`src/rtl/cpu_loader.sv`:
```
// Byte-stream loader: fills CPU instruction/data memories, runs the CPU for a
// counted number of cycles, and dumps data memory back out over the tx stream.
module cpu_loader #(
  parameter int IMEM_WORDS = 128,
  parameter int DMEM_WORDS = 128
) (
  input  logic        clk,
  input  logic        rst,
  input  logic        rx_valid,
  output logic        rx_ready,
  input  logic [7:0]  rx_data,
  output logic        tx_valid,
  input  logic        tx_ready,
  output logic [7:0]  tx_data,
  output logic [63:0] addr_ext,
  output logic        wen_ext,
  output logic        ren_ext,
  output logic [31:0] wdata_ext,
  output logic [63:0] addr_ext_2,
  output logic        wen_ext_2,
  output logic        ren_ext_2,
  output logic [63:0] wdata_ext_2,
  input  logic [63:0] rdata_ext_2,
  output logic        cpu_enable,
  output logic        busy,
  output logic        err
);

  typedef enum logic [3:0] {
    IDLE, CMD_LEN, LOAD_BYTES, LOAD_WR, RUN_LEN, RUN, DUMP_RD, DUMP_WAIT, DUMP_TX
  } state_t;

  localparam logic [1:0]  CMD_IMEM = 2'd0;
  localparam logic [1:0]  CMD_DMEM = 2'd1;
  localparam logic [1:0]  CMD_DUMP = 2'd2;
  localparam logic [16:0] IMEM_MAX = 17'(IMEM_WORDS);
  localparam logic [16:0] DMEM_MAX = 17'(DMEM_WORDS);

  state_t      state_q, state_d;
  logic [1:0]  cmd_q, cmd_d;
  logic [2:0]  cnt_q, cnt_d;
  logic [31:0] len_q, len_d;
  logic [15:0] idx_q, idx_d;
  logic [63:0] word_q, word_d;
  logic        rx_ready_q, rx_ready_d;
  logic        tx_valid_q, tx_valid_d;
  logic [7:0]  tx_data_q, tx_data_d;
  logic [63:0] addr_ext_q, addr_ext_d;
  logic        wen_ext_q, wen_ext_d;
  logic [31:0] wdata_ext_q, wdata_ext_d;
  logic [63:0] addr_ext_2_q, addr_ext_2_d;
  logic        wen_ext_2_q, wen_ext_2_d;
  logic        ren_ext_2_q, ren_ext_2_d;
  logic [63:0] wdata_ext_2_q, wdata_ext_2_d;
  logic        cpu_enable_q, cpu_enable_d;
  logic        busy_q, busy_d;
  logic        err_q, err_d;

  logic        rx_fire, tx_fire, too_big, last_byte;
  logic [31:0] len_full;
  logic [63:0] word_full;
  logic [15:0] idx_inc;

  // Next-state and next-output computation; every output is a flop loaded from here.
  always_comb begin
    rx_fire   = rx_valid && rx_ready_q;
    tx_fire   = tx_valid_q && tx_ready;
    len_full  = len_q | ({24'd0, rx_data} << {cnt_q, 3'b000});
    word_full = word_q | ({56'd0, rx_data} << {cnt_q, 3'b000});
    idx_inc   = idx_q + 16'd1;
    too_big   = (cmd_q == CMD_IMEM) ? ({1'b0, len_full[15:0]} > IMEM_MAX)
                                    : ({1'b0, len_full[15:0]} > DMEM_MAX);
    last_byte = (cmd_q == CMD_IMEM) ? (cnt_q == 3'd3) : (cnt_q == 3'd7);

    state_d       = state_q;
    cmd_d         = cmd_q;
    cnt_d         = cnt_q;
    len_d         = len_q;
    idx_d         = idx_q;
    word_d        = word_q;
    tx_valid_d    = tx_valid_q;
    tx_data_d     = tx_data_q;
    addr_ext_d    = 64'd0;
    wen_ext_d     = 1'b0;
    wdata_ext_d   = 32'd0;
    addr_ext_2_d  = 64'd0;
    wen_ext_2_d   = 1'b0;
    ren_ext_2_d   = 1'b0;
    wdata_ext_2_d = 64'd0;
    cpu_enable_d  = 1'b0;
    err_d         = 1'b0;

    case (state_q)
      IDLE: begin
        if (rx_fire) begin
          cnt_d = 3'd0;
          len_d = 32'd0;
          case (rx_data)
            8'h01:   begin cmd_d = CMD_IMEM; state_d = CMD_LEN; end
            8'h02:   begin cmd_d = CMD_DMEM; state_d = CMD_LEN; end
            8'h03:   state_d = RUN_LEN;
            8'h04:   begin cmd_d = CMD_DUMP; state_d = CMD_LEN; end
            default: err_d = 1'b1;
          endcase
        end else begin
          state_d = IDLE;
        end
      end
      CMD_LEN: begin
        if (rx_fire) begin
          len_d = len_full;
          cnt_d = cnt_q + 3'd1;
          if (cnt_q == 3'd1) begin
            cnt_d  = 3'd0;
            idx_d  = 16'd0;
            word_d = 64'd0;
            if (len_full[15:0] == 16'd0) begin
              state_d = IDLE;
            end else if (too_big) begin
              err_d   = 1'b1;
              state_d = IDLE;
            end else if (cmd_q == CMD_DUMP) begin
              ren_ext_2_d = 1'b1;
              state_d     = DUMP_RD;
            end else begin
              state_d = LOAD_BYTES;
            end
          end else begin
            state_d = CMD_LEN;
          end
        end else begin
          state_d = CMD_LEN;
        end
      end
      RUN_LEN: begin
        if (rx_fire) begin
          len_d = len_full;
          cnt_d = cnt_q + 3'd1;
          if (cnt_q == 3'd3) begin
            cnt_d = 3'd0;
            if (len_full == 32'd0) begin
              state_d = IDLE;
            end else begin
              cpu_enable_d = 1'b1;
              state_d      = RUN;
            end
          end else begin
            state_d = RUN_LEN;
          end
        end else begin
          state_d = RUN_LEN;
        end
      end
      LOAD_BYTES: begin
        if (rx_fire) begin
          word_d = word_full;
          cnt_d  = cnt_q + 3'd1;
          if (last_byte) begin
            cnt_d   = 3'd0;
            word_d  = 64'd0;
            state_d = LOAD_WR;
            if (cmd_q == CMD_IMEM) begin
              wen_ext_d   = 1'b1;
              addr_ext_d  = {46'd0, idx_q, 2'b00};
              wdata_ext_d = word_full[31:0];
            end else begin
              wen_ext_2_d   = 1'b1;
              addr_ext_2_d  = {45'd0, idx_q, 3'b000};
              wdata_ext_2_d = word_full;
            end
          end else begin
            state_d = LOAD_BYTES;
          end
        end else begin
          state_d = LOAD_BYTES;
        end
      end
      LOAD_WR: begin
        idx_d   = idx_inc;
        state_d = (idx_inc == len_q[15:0]) ? IDLE : LOAD_BYTES;
      end
      RUN: begin
        // len_q counts the enable cycles still owed, including the current one.
        len_d = len_q - 32'd1;
        if (len_q == 32'd1) begin
          state_d = IDLE;
        end else begin
          cpu_enable_d = 1'b1;
        end
      end
      DUMP_RD: state_d = DUMP_WAIT;
      DUMP_WAIT: begin
        word_d     = rdata_ext_2;
        cnt_d      = 3'd0;
        tx_valid_d = 1'b1;
        tx_data_d  = rdata_ext_2[7:0];
        state_d    = DUMP_TX;
      end
      DUMP_TX: begin
        if (tx_fire) begin
          if (cnt_q == 3'd7) begin
            tx_valid_d = 1'b0;
            cnt_d      = 3'd0;
            idx_d      = idx_inc;
            if (idx_inc == len_q[15:0]) begin
              state_d = IDLE;
            end else begin
              ren_ext_2_d  = 1'b1;
              addr_ext_2_d = {45'd0, idx_inc, 3'b000};
              state_d      = DUMP_RD;
            end
          end else begin
            cnt_d     = cnt_q + 3'd1;
            tx_data_d = word_q[{cnt_q + 3'd1, 3'b000} +: 8];
          end
        end else begin
          state_d = DUMP_TX;
        end
      end
      default: state_d = IDLE;
    endcase

    case (state_d)
      IDLE, CMD_LEN, RUN_LEN, LOAD_BYTES: rx_ready_d = 1'b1;
      default:                            rx_ready_d = 1'b0;
    endcase
    busy_d = (state_d != IDLE);
  end

  // State, datapath and output registers with synchronous reset.
  always_ff @(posedge clk) begin
    if (rst) begin
      state_q       <= IDLE;
      cmd_q         <= 2'd0;
      cnt_q         <= 3'd0;
      len_q         <= 32'd0;
      idx_q         <= 16'd0;
      word_q        <= 64'd0;
      rx_ready_q    <= 1'b0;
      tx_valid_q    <= 1'b0;
      tx_data_q     <= 8'd0;
      addr_ext_q    <= 64'd0;
      wen_ext_q     <= 1'b0;
      wdata_ext_q   <= 32'd0;
      addr_ext_2_q  <= 64'd0;
      wen_ext_2_q   <= 1'b0;
      ren_ext_2_q   <= 1'b0;
      wdata_ext_2_q <= 64'd0;
      cpu_enable_q  <= 1'b0;
      busy_q        <= 1'b0;
      err_q         <= 1'b0;
    end else begin
      state_q       <= state_d;
      cmd_q         <= cmd_d;
      cnt_q         <= cnt_d;
      len_q         <= len_d;
      idx_q         <= idx_d;
      word_q        <= word_d;
      rx_ready_q    <= rx_ready_d;
      tx_valid_q    <= tx_valid_d;
      tx_data_q     <= tx_data_d;
      addr_ext_q    <= addr_ext_d;
      wen_ext_q     <= wen_ext_d;
      wdata_ext_q   <= wdata_ext_d;
      addr_ext_2_q  <= addr_ext_2_d;
      wen_ext_2_q   <= wen_ext_2_d;
      ren_ext_2_q   <= ren_ext_2_d;
      wdata_ext_2_q <= wdata_ext_2_d;
      cpu_enable_q  <= cpu_enable_d;
      busy_q        <= busy_d;
      err_q         <= err_d;
    end
  end

  assign rx_ready    = rx_ready_q;
  assign tx_valid    = tx_valid_q;
  assign tx_data     = tx_data_q;
  assign addr_ext    = addr_ext_q;
  assign wen_ext     = wen_ext_q;
  assign ren_ext     = 1'b0;
  assign wdata_ext   = wdata_ext_q;
  assign addr_ext_2  = addr_ext_2_q;
  assign wen_ext_2   = wen_ext_2_q;
  assign ren_ext_2   = ren_ext_2_q;
  assign wdata_ext_2 = wdata_ext_2_q;
  assign cpu_enable  = cpu_enable_q;
  assign busy        = busy_q;
  assign err         = err_q;

endmodule

```
`config.mk`:
```
export PLATFORM = sky130hd
export DESIGN_NAME = cpu_loader
export DESIGN_NICKNAME = d
export VERILOG_FILES = /design/src/rtl/cpu_loader.sv
export SDC_FILE = /design/constraint.sdc
export NUM_CORES = 1
export LEC_CHECK = 0
export BUFFER_PORTS_ARGS = -buffer_cell sky130_fd_sc_hd__buf_2
export CELL_PAD_IN_SITES_DETAIL_PLACEMENT = 0
export CELL_PAD_IN_SITES_GLOBAL_PLACEMENT = 2
export CORE_ASPECT_RATIO = 0.6
export CORE_MARGIN = 5
export CORE_UTILIZATION = 31
export DETAILED_ROUTE_END_ITERATION = 10
export PLACE_DENSITY = 0.88
export SYNTH_ARGS = -nofsm -noshare
export SYNTH_HDL_FRONTEND = slang
export SYNTH_SLANG_ARGS = --single-unit
```
`constraint.sdc`:
```
create_clock -name clk -period 3.05 [get_ports clk]
set_clock_uncertainty 0.1 [all_clocks]
set_input_delay 0 -clock clk [delete_from_list [all_inputs] [get_ports clk]]
set_output_delay 0 -clock clk [all_outputs]
set_load 0.05 [all_outputs]
```
# ---- Yosys cells after proc, flatten, opt, wreduce, memory -nomap -nowiden
# Index checks and enable logic that the tools add are counted.
dict set report word_totals {
  register_bits 361
  inputBits 76
  output_inout_bits 241
  word_cells 171
}
dict set report classes {
  n_addsub 3
  magnitude_cmp 1
  eq_ne 30
  shifts 3
  n_mux 80
  n_bitwise 6
  reduce_logical 28
}
# op n
set ops {}
lappend ops {{$mux W64} 4}
lappend ops {{$pmux W64 S3} 1}
lappend ops {{$mux W19} 6}
lappend ops {{$pmux W32 S3} 1}
lappend ops {{$mux W16} 4}
lappend ops {{$mux W32} 2}
lappend ops {{$or A64 B64 Y64} 1}
lappend ops {{$shiftx A64 B7 Y8} 1}
lappend ops {{$shl A8 B6 Y64} 1}
lappend ops {{$pmux W16 S3} 1}
lappend ops {{$mux W3} 14}
lappend ops {{$pmux W19 S2} 1}
lappend ops {{$mux W4} 9}
lappend ops {{$pmux W4 S9} 1}
lappend ops {{$eq A32 B1 Y1 const B} 1}
lappend ops {{$logic_not A32 Y1} 1}
lappend ops {{$or A32 B32 Y32} 1}
lappend ops {{$shl A8 B6 Y32} 1}
lappend ops {{$sub A32 B1 Y32 const B} 1}
lappend ops {{$mux W1} 25}
lappend ops {{$eq A4 B3 Y1 const B} 5}
lappend ops {{$pmux W3 S6} 1}
lappend ops {{$add A16 B1 Y16 const B} 1}
lappend ops {{$eq A16 B16 Y1} 1}
lappend ops {{other kinds (37)} 66}

# ---- Logic depth before layout (Yosys ltp)
dict set report depth {
  ltp_word 11
  depth_mapped 12
  ltp_nobuf 9
}

# ---- Worst setup path before layout
# OpenSTA, ideal clock, no wires.
dict set report synth_path {
  path_kind {reg-to-reg}
  from {register idx_q[1]}
  to {register addr_ext_2_q[12] (netlist: addr_ext_2[12])}
  setup_time_ps 129
  t_arrival_ps 2519
  required_time_ps 2821
  slack_ps 302
  path_stages_with_launch 12
  path_buffers 2
  synth_period_minus_slack_ps 2748
  cell_sequence {dfxtp_1 ha_1 buf_2 nand4_2 nor4_2 xnor2_1 a2111oi_1 and4b_1 nor3_4 buf_2 a21oi_1 mux2i_1}
}
dict set report synth_between {
  elab_chain_cells 6
}
# element line_no
set synth_rtl {}
lappend synth_rtl {{from (decl)} 43} ;# logic [15:0] idx_q, idx_d;
lappend synth_rtl {{from (signal assigned)} 257} ;# idx_q <= idx_d;
lappend synth_rtl {{$add A16 B1 Y16 *} 70} ;# idx_inc = idx_q + 16'd1;
lappend synth_rtl {{$eq A16 B16 Y1} 205} ;# if (idx_inc == len_q[15:0]) begin
lappend synth_rtl {{$mux W19 *} 205}
lappend synth_rtl {{$mux W19 *} 201} ;# if (cnt_q == 3'd7) begin
lappend synth_rtl {{$mux W19 *} 200} ;# if (tx_fire) begin
lappend synth_rtl {{$pmux W19 S2 *} 93} ;# case (state_q)
lappend synth_rtl {{to (signal assigned)} 265} ;# addr_ext_2_q <= addr_ext_2_d;
lappend synth_rtl {{to (decl)} 51} ;# logic [63:0] addr_ext_2_q, addr_ext_2_d;
# Mark *: on every way between the ends. The rest lies on a longest branch, timed or not.
# A chain may end at the register's enable or synchronous reset.

# ---- Worst setup path after layout
dict set report layout_path {
  from {register len_q[2]}
  to {register rx_ready_q (netlist: rx_ready)}
}
dict set report layout_between {
  elab_chain_cells 10
  elab_cells_between_ends 25
  cone_classes {order compare: 1; eq/ne: 5; mux: 14; bitwise: 1; reduce/logical: 4}
}
# element line_no
set layout_rtl {}
lappend layout_rtl {{from (decl)} 42} ;# logic [31:0] len_q, len_d;
lappend layout_rtl {{from (signal assigned)} 256} ;# len_q <= len_d;
lappend layout_rtl {{$or A32 B32 Y32} 68} ;# len_full = len_q | ({24'd0, rx_data} << {cnt_q, 3'b000});
lappend layout_rtl {{$gt A16 B8 Y1} {71, 72}}
lappend layout_rtl {{$mux W3} 119} ;# end else if (too_big) begin
lappend layout_rtl {{$mux W3} 117} ;# if (len_full[15:0] == 16'd0) begin
lappend layout_rtl {{$mux W4} 113} ;# if (cnt_q == 3'd1) begin
lappend layout_rtl {{$mux W4} 110} ;# if (rx_fire) begin
lappend layout_rtl {{$pmux W4 S9 *} 93}
lappend layout_rtl {{$eq A4 B1 Y1 (tied with other cells)} 223} ;# case (state_d)
lappend layout_rtl {{$reduce_or A4 Y1 *} 223}
lappend layout_rtl {{$mux W1 *} 223}
lappend layout_rtl {{to (signal assigned)} 259} ;# rx_ready_q <= rx_ready_d;
lappend layout_rtl {{to (decl)} 45} ;# logic rx_ready_q, rx_ready_d;
# Marks and branches as above.

==> impl_metrics.toml <==
[run_status]
outcome = "finished, final reports clean"

[drt]
wirelength_um = 49000
drc = 0
initialDrtViolationCount = 1277
first_pass_iters = 6
routedWlPerCell_um = 19.8
dr_total_vias = 12800
ant_nets = 0
viasPerCell = 5.19

[grt]
grt_pass1_vias = 12100
antenna_found_initial = 1
grt_pass1_wl_um = 73800
grt-ovfl-total = 0
grt_max_degree = 65
track_usage_pct = 20.3

[worst_setup_path]
reg2regPathDepth = 8
cp-start-kind = "flop"
required_ns = 3.47
slowest_delay_ns = 0.46
regToRegStartpoint = "len_q[2]"
r2r_slack_ns = 0.11
path_class = "flop to flop"
setup.worst_path.start = "len_q[2]"
path_max_fanout = 10
cpMaxStageDelayCell = "or4b_1"
critPathCaptureType = "flop"
cp_data_arrival_time_ns = 3.36
crit_chain = "nor4_4 > nand2_4 > a211oi_4 > or4b_1 > o31a_1 > nor4b_2 > nor3b_2 > o221a_1"
reg2reg_to = "rx_ready"

[hold_path]
hold_path_depth = 4
hp-start = "rx_data[0]"
hold-path-endpoint = "wdata_ext_2[32]"
holdCritPathClass = "input pin to flop"

[die]
start_util_pct = 31.5
die_x_um = 272
core.rowCount = 57
core_sq_mm = 0.0407
die_h_um = 167
dieArea_sq_mm = 0.0456
ios = 317

[power_and_ir_drop]
power_density_mw_per_mm2 = 466
p_sw_share_pct = 25.7
comb_power_share_pct = 8.6
seq_power_share_pct = 45.4
p_int_mw = 5.68
p_switching_mw = 1.96
p_leak_nw = 6.70
clock_power_share_pct = 46.0
vdd_drop_max_v = 0.000338

[placed_design]
gp_congestion = 0.886
place_inst = 2346
dp_slack_ns = -0.192
dp_hpwl_um = 35100
port_buffers = 219

[final_layout]
layout-drive-gt1-share_pct = 22.6
num-fill-cells = 4155
nets = 2007
syn2layout_area_growth_pct = 28.3
final_cells = 2473
final_cell_mix = "nor2_1, dfxtp_1, buf_2, a21oi_1, nand2_1"
final_core_util_pct = 40.4
n_antenna_cell = 0
final_common_cell = "nor2_1"

[sta]
hold_viol = 0
worst_slew_pin_slew_ns = 0.692
period_needed_ns = 2.94
max_freq_mhz = 340
slew-limit-headroom_pct = 53.7
post-route-worst-setup-slack_ns = 0.111
fin_crit_sh_pct = 96.4
drv_slew = 0
finalSetupViolCount = 0

[synth]
syn_avg_cell_area_sq_um = 7.96
synth_seq_cells = 265
synth_async_sr_flop_share_pct = 0
ys_types = 74
ys_top_cells_by_area = "dfxtp_1, nor2_1, a21oi_1"
synth_area_sq_mm = 0.0128
yosysSeqAreaShare_pct = 41.5
synthCells = 1607
yosysTopAreaCellShare_pct = 41.5
synth_top_area_cell = "dfxtp_1"
synth_ff_type = "dfxtp_1"
synth_edf_count = 0
yosys_warnings = 0

[cts]
worstSkewPairLatency_ns = 0.57
clk_pin_slew_worst_paths_ns = 0.07
clock_sinks = 265
clock_path_buffers = 3
clockRootBuffer = "clkbuf_16"
cts-htree-levels = 1
cts_tree = "built"
cts_made_buffers = 27

[run]
maxCapViolCount = 0
per-layer routing:
layer	share of wire, %	global-route usage (%)	vias up
li1	-	-	6045
met5	0	0	-
met1	48	30.5	6213
met2	41	29.0	514
met3	8.9	5.16	63
met4	2.2	4.74	0
registers in the layout (all words and copies together), names as in the netlist:
| name | count |
|---|---|
| wdata_ext_2 | 64 |
| tx_valid | 1 |
| cmd_q | 2 |
| idx_q | 16 |
| wen_ext_2 | 1 |
| wdata_ext | 32 |
| cnt_q | 3 |
| tx_data | 8 |
| len_q | 32 |
| rx_ready | 1 |
| word_q | 64 |
| ren_ext_2 | 1 |
| state_q | 4 |
| addr_ext | 16 |
| busy | 1 |
| err | 1 |
| cpu_enable | 1 |
| addr_ext_2 | 16 |
| wen_ext | 1 |
Yosys cell counts (all sizes together), types with 19 or more instances:
cell type / n
nor3: 31
dfxtp: 265
nand3: 34
nor2: 265
nand2: 143
clkbuf: 99
a21oi: 168
a22oi: 81
or3: 19
buf: 121
inv: 20
o21ai: 138
layout make-up:
class	instances	area (sq um)	area share, %
Sequential cell	265	5310	32.4
Multi-Input combinational cell	1200	6660	40.6
Timing Repair Buffer	409	2770	16.9
Clock buffer	41	838	5.11
Inverter	20	75.1	0.457
Tap cell	531	664	4.05
Clock inverter	7	91.3	0.556
worst max-delay path, delay by kind of cell, from the launching register on:
kind             cells  cell delay (ns)
AO/OA/AOI/OAI        3             0.83
AND/OR/NAND/NOR      5             1.53
flip-flops           1             0.44
metrics by stage:
step | power, mW | instance area (sq um) | hold slack, ns | TNS (ns)
floorplan | 4.05 | 13200 | 0.0651 | 0
global placement | 4.12 | 14600 | 0.239 | -0.327
detailed placement | 4.12 | 14600 | 0.251 | -2.34
CTS | 7.70 | 16400 | 0.000366 | -0.0302
global route | 7.88 | 16400 | 0.0340 | -0.0195
finish | 7.64 | 16400 | 0.0271 | 0
cell families after synthesis:
logic type / synth area share [%]
buf+inv: 10.1
other cells: 0.0293
xor+xnor: 1.64
compound gates: 20.8
mux: 4.22
flops: 41.5
simple gates: 21.0
fa+ha+maj: 0.782
worst max path at each step:
stage,endpoint,slack [ns]
global placement,addr_ext_2[16],-0.04
detailed placement,addr_ext_2[11],-0.19
global route,ren_ext_2,-0.01
CTS,rx_ready,-0.02
finish,rx_ready,0.11
floorplan,addr_ext_2[12],0.30
power groups by stage:
stage	combinational (mW)	clock, mW	sequential (mW)
after global routing	0.690	3.72	3.47
after CTS	0.649	3.59	3.47
final	0.659	3.51	3.47
after detailed placement	0.573	0	3.55
after global placement	0.572	0	3.55
after floorplan	0.494	0	3.56
repair_timing:
| action | in CTS | in global routing |
|---|---|---|
| gates cloned | 2 | 0 |
| buffers inserted | 1 | 1 |
| hold buffers | 75 | 0 |
| endpoints found under the setup margin | 16 | 55 |
| endpoints found under the hold margin | 110 | 0 |
| pin swaps | 2 | 6 |
| resized for setup | 4 | 15 |
Power figures use the tool's default switching activity.
